## src/rtl/icache_responder_if.sv

```systemverilog
// Fetch-side and backing-memory signals of the instruction cache.
// The cache takes the slave view; the fetch stage and memory model take the master view.
interface icache_responder_if;
  logic [31:0] ins_address;
  logic        ins_req;
  logic        flush;
  logic [31:0] instruction;
  logic        hit;
  logic        mem_req;
  logic [31:0] mem_addr;
  logic [31:0] mem_rdata;
  logic        mem_valid;

  modport slave (
    input  ins_address, ins_req, flush, mem_rdata, mem_valid,
    output instruction, hit, mem_req, mem_addr
  );

  modport master (
    output ins_address, ins_req, flush, mem_rdata, mem_valid,
    input  instruction, hit, mem_req, mem_addr
  );
endinterface

```

## src/rtl/icache_responder.sv

```systemverilog
// Direct-mapped, read-only instruction cache with a zero-latency hit path.
// A miss fills the whole line, beat 0 first, from a word-wide memory port.
module icache_responder #(
  parameter int LINES = 16,
  parameter int WORDS = 4
) (
  input logic               clk,
  input logic               rst,
  icache_responder_if.slave bus
);

  localparam int OFF  = $clog2(WORDS) + 2;
  localparam int IDX  = $clog2(LINES);
  localparam int TAGW = 32 - OFF - IDX;
  localparam int BW   = $clog2(WORDS);

  typedef enum logic [1:0] {IDLE, FILL, DONE} state_e;

  state_e            state_q, state_d;
  logic [BW-1:0]     beat_q, beat_d;
  logic [31:0]       fill_base_q, fill_base_d;
  logic              flush_pend_q, flush_pend_d;
  logic [LINES-1:0]  valid_q, valid_d;

  logic [31:0]       data_q [LINES][WORDS];
  logic [TAGW-1:0]   tag_q  [LINES];

  logic [IDX-1:0]    idx;
  logic [BW-1:0]     word;
  logic [TAGW-1:0]   tag_in;
  logic [IDX-1:0]    fill_idx;
  logic [TAGW-1:0]   fill_tag;
  logic              lookup_hit;
  logic              data_we;
  logic              tag_we;
  logic              unused_addr_bits;

  assign idx      = bus.ins_address[OFF+IDX-1:OFF];
  assign word     = bus.ins_address[OFF-1:2];
  assign tag_in   = bus.ins_address[31:OFF+IDX];
  assign fill_idx = fill_base_q[OFF+IDX-1:OFF];
  assign fill_tag = fill_base_q[31:OFF+IDX];
  assign unused_addr_bits = ^bus.ins_address[1:0];

  // A flush in IDLE suppresses the hit in the same cycle it clears the valid bits.
  assign lookup_hit = bus.ins_req && (state_q == IDLE) && !bus.flush &&
                      valid_q[idx] && (tag_q[idx] == tag_in);

  assign bus.hit         = lookup_hit;
  assign bus.instruction = lookup_hit ? data_q[idx][word] : '0;
  assign bus.mem_req     = (state_q == FILL);
  assign bus.mem_addr    = (state_q == FILL) ? fill_base_q + (32'(beat_q) << 2) : '0;

  assign data_we = (state_q == FILL) && bus.mem_valid;
  assign tag_we  = (state_q == DONE);

  always_comb begin
    // NOTE: every next-state variable takes its hold value first, so no path can infer a latch.
    state_d      = state_q;
    beat_d       = beat_q;
    fill_base_d  = fill_base_q;
    flush_pend_d = flush_pend_q;
    valid_d      = valid_q;

    case (state_q)
      IDLE: begin
        if (bus.flush) valid_d = '0;
        if (bus.ins_req && !lookup_hit) begin
          fill_base_d  = {bus.ins_address[31:OFF], {OFF{1'b0}}};
          beat_d       = '0;
          flush_pend_d = 1'b0;
          valid_d[idx] = 1'b0;
          state_d      = FILL;
        end
      end
      FILL: begin
        if (bus.flush) flush_pend_d = 1'b1;
        if (bus.mem_valid) begin
          beat_d = beat_q + 1'b1;
          if (beat_q == BW'(WORDS - 1)) state_d = DONE;
        end
      end
      DONE: begin
        // A flush seen at any point of the fill discards the freshly filled line too.
        if (flush_pend_q || bus.flush) valid_d = '0;
        else                           valid_d[fill_idx] = 1'b1;
        flush_pend_d = 1'b0;
        state_d      = IDLE;
      end
      default: state_d = IDLE;
    endcase
  end

  always_ff @(posedge clk) begin
    if (rst) begin
      state_q      <= IDLE;
      beat_q       <= '0;
      fill_base_q  <= '0;
      flush_pend_q <= 1'b0;
      valid_q      <= '0;
    end else begin
      state_q      <= state_d;
      beat_q       <= beat_d;
      fill_base_q  <= fill_base_d;
      flush_pend_q <= flush_pend_d;
      valid_q      <= valid_d;
    end
  end

  // NOTE: data and tag arrays are deliberately not reset; the valid vector alone guards them.
  always_ff @(posedge clk) begin
    if (!rst) begin
      if (data_we) data_q[fill_idx][beat_q] <= bus.mem_rdata;
      if (tag_we)  tag_q[fill_idx]          <= fill_tag;
    end
  end

endmodule

```

## src/flat_wrapper.sv

```systemverilog
// flat-port wrapper written by rule: the top's interface ports become plain ports
module icache_responder_flat 
#(
  parameter int LINES = 16,
  parameter int WORDS = 4
)
  (clk, rst, bus_ins_address, bus_ins_req, bus_flush, bus_mem_rdata, bus_mem_valid, bus_instruction, bus_hit, bus_mem_req, bus_mem_addr);
  icache_responder_if bus_i ();
  input logic clk;
  input logic rst;
  input wire logic [$bits(bus_i.ins_address)-1:0] bus_ins_address;
  input wire logic [$bits(bus_i.ins_req)-1:0] bus_ins_req;
  input wire logic [$bits(bus_i.flush)-1:0] bus_flush;
  input wire logic [$bits(bus_i.mem_rdata)-1:0] bus_mem_rdata;
  input wire logic [$bits(bus_i.mem_valid)-1:0] bus_mem_valid;
  output wire logic [$bits(bus_i.instruction)-1:0] bus_instruction;
  output wire logic [$bits(bus_i.hit)-1:0] bus_hit;
  output wire logic [$bits(bus_i.mem_req)-1:0] bus_mem_req;
  output wire logic [$bits(bus_i.mem_addr)-1:0] bus_mem_addr;
  assign bus_i.ins_address = bus_ins_address;
  assign bus_i.ins_req = bus_ins_req;
  assign bus_i.flush = bus_flush;
  assign bus_i.mem_rdata = bus_mem_rdata;
  assign bus_i.mem_valid = bus_mem_valid;
  assign bus_instruction = bus_i.instruction;
  assign bus_hit = bus_i.hit;
  assign bus_mem_req = bus_i.mem_req;
  assign bus_mem_addr = bus_i.mem_addr;
  icache_responder #(.LINES(LINES), .WORDS(WORDS)) u_core (.clk(clk), .rst(rst), .bus(bus_i));
endmodule
```

## config.mk

```make
export PLATFORM = sky130hd
export DESIGN_NAME = icache_responder_flat
export DESIGN_NICKNAME = d
export VERILOG_FILES = /design/src/rtl/icache_responder_if.sv /design/src/rtl/icache_responder.sv /design/src/flat_wrapper.sv
export SDC_FILE = /design/constraint.sdc
export NUM_CORES = 2
export LEC_CHECK = 0
export CAP_MARGIN = 20
export CORE_UTILIZATION = 25
export DETAILED_ROUTE_END_ITERATION = 6
export PLACE_DENSITY = 0.4
export SYNTH_ARGS = -nofsm -noshare
export SYNTH_HDL_FRONTEND = slang
export SYNTH_SLANG_ARGS = --single-unit
```

## constraint.sdc

```tcl
create_clock -name clk -period 5 [get_ports clk]
set_input_delay 1 -clock clk [delete_from_list [all_inputs] [get_ports clk]]
set_output_delay 1 -clock clk [all_outputs]
set_load 0.005 [all_outputs]
```

## Word level (Yosys, flattened, before mapping)

Memory sizes are Yosys's and may differ from the RTL's.
Index checks and enable logic that the tools add are counted.

- Register bits after elaboration: 49
- Bits in writable memories: 2432
- Input bits: 69
- Output and inout port bits: 66
- Word-level logic and storage cells: 83
- Memories kept: 2

- $add $sub $neg: 2
- $lt $le $gt $ge: 7
- Eq/ne operators: 8
- Mux-type cells: 34
- Bitwise operators: 5
- Reduce and logical (&&, ||, !) cells: 20

Memory list:

| memory | depth | bits a word | read ports | clocked after Yosys merged registers in | write ports | line | source |
|---|---|---|---|---|---|---|---|
| u_core.data_q | 16 | 128 | 1 | 0 | 1 | icache_responder.sv:25 | `logic [31:0] data_q [LINES][WORDS];` |
| u_core.tag_q | 16 | 24 | 1 | 0 | 1 | icache_responder.sv:26 | `logic [TAGW-1:0] tag_q [LINES];` |

Operators with widths:

| cell | number |
|---|---|
| two-way mux 32 bit | 5 |
| two-way mux 128 bit | 1 |
| binary-select mux 32 bit (select 2 bit) | 1 |
| demux 32 bit (select 2 bit) | 1 |
| two-way mux 16 bit | 4 |
| adder 32 x 4 -> 32 bit | 1 |
| case mux 16 bit (2 select lines) | 1 |
| == test 24 bit | 1 |
| AND 16 bit | 1 |
| inverter 16 bit | 1 |
| OR 16 bit | 1 |
| less-than comparator 4 x 5 -> 1 bit, second input constant | 2 |
| two-way mux 1 bit | 10 |
| two-way mux 2 bit | 5 |
| logical AND 1 bit | 9 |
| AND reduction 3 bit | 3 |
| demux 1 bit (select 4 bit) | 2 |
| greater-or-equal comparator 4 x 1 -> 1 bit, second input constant | 2 |
| case mux 2 bit (2 select lines) | 2 |
| greater-or-equal comparator 3 bit, second input constant | 2 |
| inequality test 2 bit, second input constant | 3 |
| inverter 2 -> 3 bit | 2 |
| binary-select mux 1 bit (select 4 bit) | 1 |
| == test 2 bit, second input constant | 2 |
| other kinds (11) | 13 |

## Logic depth before layout (Yosys ltp)

- Depth after elaboration: 9
- Depth in mapped cells: 16
- Mapped depth without buffers: 9

## Worst setup path after synthesis

OpenSTA, ideal clock, no wires.

- Path kind: in2out
- Start: in bus_ins_address[5]
- End: out bus_instruction[0]
- Arrival: 4.094 ns
- Required time: 4.000 ns
- Setup slack: -0.094 ns
- Cell stages on the path: 12
- Path buffers: 8
- Path through: buf_6 > buf_6 > buf_4 > buf_4 > buf_2 > buf_2 > buf_1 > buf_1 > mux4_2 > mux4_2 > mux4_2 > nor2b_1

- Cells in the longest elaborated chain, start to end: 5
- Elaborated cells on any way between the ends: 11
- Classes of those cells: eq/ne: 1; mux: 6; reduce/logical: 2; memory: 2

Ends and longest elaborated chain:

| what | line | source |
|---|---|---|
| start, declared | flat_wrapper.sv:11 | `input wire logic [$bits(bus_i.ins_address)-1:0] bus_ins_address;` |
| memory (16 x 128 bit) or binary-select mux 1 bit (select 4 bit) (tied branches) | - |  |
| binary-select mux 32 bit (select 2 bit) or two-way mux 1 bit (tied branches) | icache_responder.sv:50, icache_responder.sv:47 |  |
| two-way mux 32 bit (not written as such) or logical AND 1 bit (tied branches) | icache_responder.sv:50, icache_responder.sv:46 |  |
| two-way mux 32 bit (not written as such) or logical AND 1 bit (tied branches) | icache_responder.sv:50, icache_responder.sv:47 |  |
| two-way mux 32 bit * | icache_responder.sv:50 | `assign bus.instruction = lookup_hit ? data_q[idx][word] : '0;` |
| end, declared | flat_wrapper.sv:16 | `output wire logic [$bits(bus_i.instruction)-1:0] bus_instruction;` |

Every way passes the cells marked *; elsewhere a longest branch is shown, timed or not. The select of a mux whose other input is x is not followed.

## Final worst setup path

- Start: in bus_ins_address[4]
- End: out bus_instruction[20]

Same word-level chain as after synthesis.

==> flow_summary.ini <==
[worst_setup_path]
cp_max_fo = 6
cp-end-kind = output port
cp_num_buf_inv = 7
start_kind = input pin
arrival_ns = 4.31
worst-r2r-setup-slack_ns = 1.61
crit_family = buffers and inverters
crit_type = input pin to output port
crit_required_ns = 4.00
max_stage_delay_ns = 0.50
cpMaxStageDelayCell = mux4_2
path_common_cell = buf_12
crit_chain = buf_16, buf_12, buf_4, mux4_2, nand3_1, o311ai_2, o22ai_1, nand2_1, a2111oi_4, nand4_1, buf_12, buf_16, buf_12, nor2b_4, buf_12

[timing]
fmax_mhz = 188.3
max_slew.worst_pin.slew_ns = 1.062
fin_worst_skew_ns = 0.1090
slew_headroom = 0.2917
min_period_over_period = 1.062
finalSetupViolCount = 33
rsz0062_at_grt = yes
fin_ws_ns = -0.3116
hold_violations = 0
slew_viol_final = 0
period_needed_ns = 5.312

[route]
vias_per_cell = 4.683
ant_nets = 0
totalWireLength_um = 315600
vias = 46634
drc_errors = 3
first_pass_iters = 7
wire_per_inst_um = 31.69
initialDrtViolationCount = 4790

[global_route]
grt_usage = 0.1603
grt_max_degree = 78
grt_pass1_vias = 48501
grt_first_pass_wirelength_um = 425200
antenna_found_initial = 52
grt-ovfl-total = 0

[clock_network]
cts_tree = yes
h-tree-depth = 5
clk_latency_ns = 0.92
cts-root-buf = clkbuf_16
clkSinkCount = 2481
path_clk_slew_ns = 0.05
cts_buffers = 288
clk_path_buf_depth = 4
postCtsHoldBufs = 0

[placed_design]
placed_area_sq_um = 107800
place_hpwl_um = 167000
numPortBuffers = 130
place_inst = 9415
gp_congestion = 0.7246

[power_and_ir_drop]
vdd.ir_drop.worst_v = 0.0002411
leakage_nw = 36.35
power.density_nw_per_um2 = 386.7

[run_status]
failed_checks = design-rule violations, negative setup slack
outcome = finished, violations left

[cells_and_area]
fin_nets = 4762
final_layout_size_suffix_gt1_frac = 0.3634
nFillCells = 36616
layout.cells.non_filler = 9959
utilization = 0.3073
fin_area_sq_um = 117600
syn2layout_area_growth_pct = 22.26

[floorplan]
core_area_sq_um = 382600
start_util = 0.2514
rows = 227
die_y_um = 622.2
dieArea_sq_um = 387100
die_w_um = 622.2
ios = 135

[synth]
synth-seq-area-share = 0.7696
synth_seq_cells = 2481
synth_ff_type = edfxtp_1
ys_warn_count = 0
synthArstFlopShare = 0
synth-edff-count = 2432
yosysTopAreaCell = edfxtp_1
syn_area_sq_um = 96160
synth.area.top_cells = edfxtp_1, mux4_2, dfxtp_1
avgSynthCellArea_sq_um = 23.48
ys_types = 59
yosysTopAreaCellShare = 0.7594
synthCells = 4095

[flow_run]
drv_cap = 0

[worst_hold_path]
hold_class = input pin to flop
==> area by class of cell <==
type                       instances  area (sq um)  share of cell area
sequential                      2481         74010              0.6295
multi-input combinational       1368         22000              0.1871
clock buffer                     351          7560             0.06430
tap                             5038          6304             0.05362
timing repair buffer             531          6237             0.05305
clock inverter                   159          1351             0.01149
inverter                          19         78.83           0.0006705
antenna                           12         30.03           0.0002554
==> stage by stage <==
stage	TNS (ns)	setup slack, ns	hold slack (ns)	total power (W)
after floorplan	0	0.01596	0.4976	0.02455
after global placement	-25.01	-0.8363	0.5145	0.02569
after detailed placement	-23.89	-0.8272	0.5236	0.02571
after CTS	-9.594	-0.3734	0.5321	0.04605
after global routing	-11.18	-0.4073	0.3431	0.04690
final	-7.917	-0.3116	0.3999	0.04547
==> sequential cells by signal, indices dropped and copies added, names as in the netlist <==
name	flops
u_core.valid_q	16
u_core.data_q	2048
u_core.fill_base_q	28
u_core.beat_q	2
u_core.state_q	2
u_core.flush_pend_q	1
u_core.tag_q	384
==> cells in the final DEF, fill, tap and decap left out, types with 13 or more instances in the layout <==
cell and n:
buf_4 232, a21oi_1 50, clkbuf_16 293, mux2i_1 77
buf_12 163, nor3_1 13, edfxtp_1 2432, clkbuf_1 57
dfxtp_1 49, buf_2 57, clkinv_2 48, and2_1 31
nor2b_1 17, xnor2_1 15, bufinv_16 14, nand2_1 47
nor2_1 30, nand2b_1 59, nor2b_4 27, clkinv_1 62
mux4_2 758, mux2_2 18, inv_1 15, clkdlybuf4s50_1 58
nor2_4 80
==> cell usage after synthesis (4+ instances only) <==
| cell type | n |
|---|---|
| a31oi_1 | 4 |
| inv_1 | 16 |
| ha_1 | 4 |
| mux4_2 | 758 |
| xnor2_1 | 17 |
| a221oi_1 | 10 |
| a21oi_1 | 50 |
| dfxtp_1 | 49 |
| nand2b_1 | 59 |
| nor2_1 | 111 |
| nor3_1 | 14 |
| o21ai_0 | 12 |
| mux2_2 | 18 |
| nor4_1 | 10 |
| nand2_1 | 50 |
| clkbuf_1 | 118 |
| a22oi_1 | 8 |
| buf_4 | 12 |
| a32oi_1 | 10 |
| buf_1 | 31 |
| and2_1 | 31 |
| edfxtp_1 | 2432 |
| nand4_1 | 12 |
| o22ai_1 | 8 |
| mux2i_1 | 81 |
| nor2b_1 | 45 |
| buf_6 | 8 |
| buf_2 | 56 |
| xor2_1 | 7 |
| nand3_1 | 12 |
==> power breakdown <==
group / switching [W] / internal (W) / leakage, nW
combinational: 0.00127 / 0.00106 / 9.68
clock: 0.00865 / 0.0115 / 4.34
sequential: 0.0000823 / 0.0229 / 22.3
total: 0.0100 / 0.0355 / 36.4
==> cell families (layout without fill, tap and decap cells) <==
logic type | count (synthesis) | count (layout) | share of synthesized area
xor+xnor | 24 | 24 | 0.002186
flops | 2481 | 2481 | 0.7696
mux | 857 | 857 | 0.1881
other cells | 1 | 14 | 0.00003900
simple gates | 358 | 358 | 0.01889
buf+inv | 247 | 1060 | 0.01150
fa+ha+maj | 4 | 4 | 0.0005205
compound gates | 123 | 123 | 0.009160
==> layer usage <==
metal / up-vias / share of wire / track usage
li1: 18768 / - / -
met1: 25989 / 0.43 / 0.2181
met2: 1413 / 0.48 / 0.2614
met3: 452 / 0.057 / 0.02840
met4: 12 / 0.028 / 0.04803
met5: - / 0.00026 / 0
==> worst paths after layout <==
kind	start	endpoint	cells after the start
setup / recovery	bus_ins_address[4]	bus_instruction[20]	15
setup reg to reg	u_core.fill_base_q[4]	u_core.tag_q[1][13]	4
hold reg to reg	u_core.valid_q[9]	u_core.valid_q[9]	2
hold / removal	bus_mem_rdata[1]	u_core.data_q[3][97]	1
==> timing repair <==
action                                  in CTS  in global routing
pin swaps                                    7                  4
endpoints found under the setup margin      33                 33
setup buffers                               16                  6
gates cloned                                 2                  0
resized for setup                          187                 38
No activity file was read; power rests on OpenSTA's default activity.
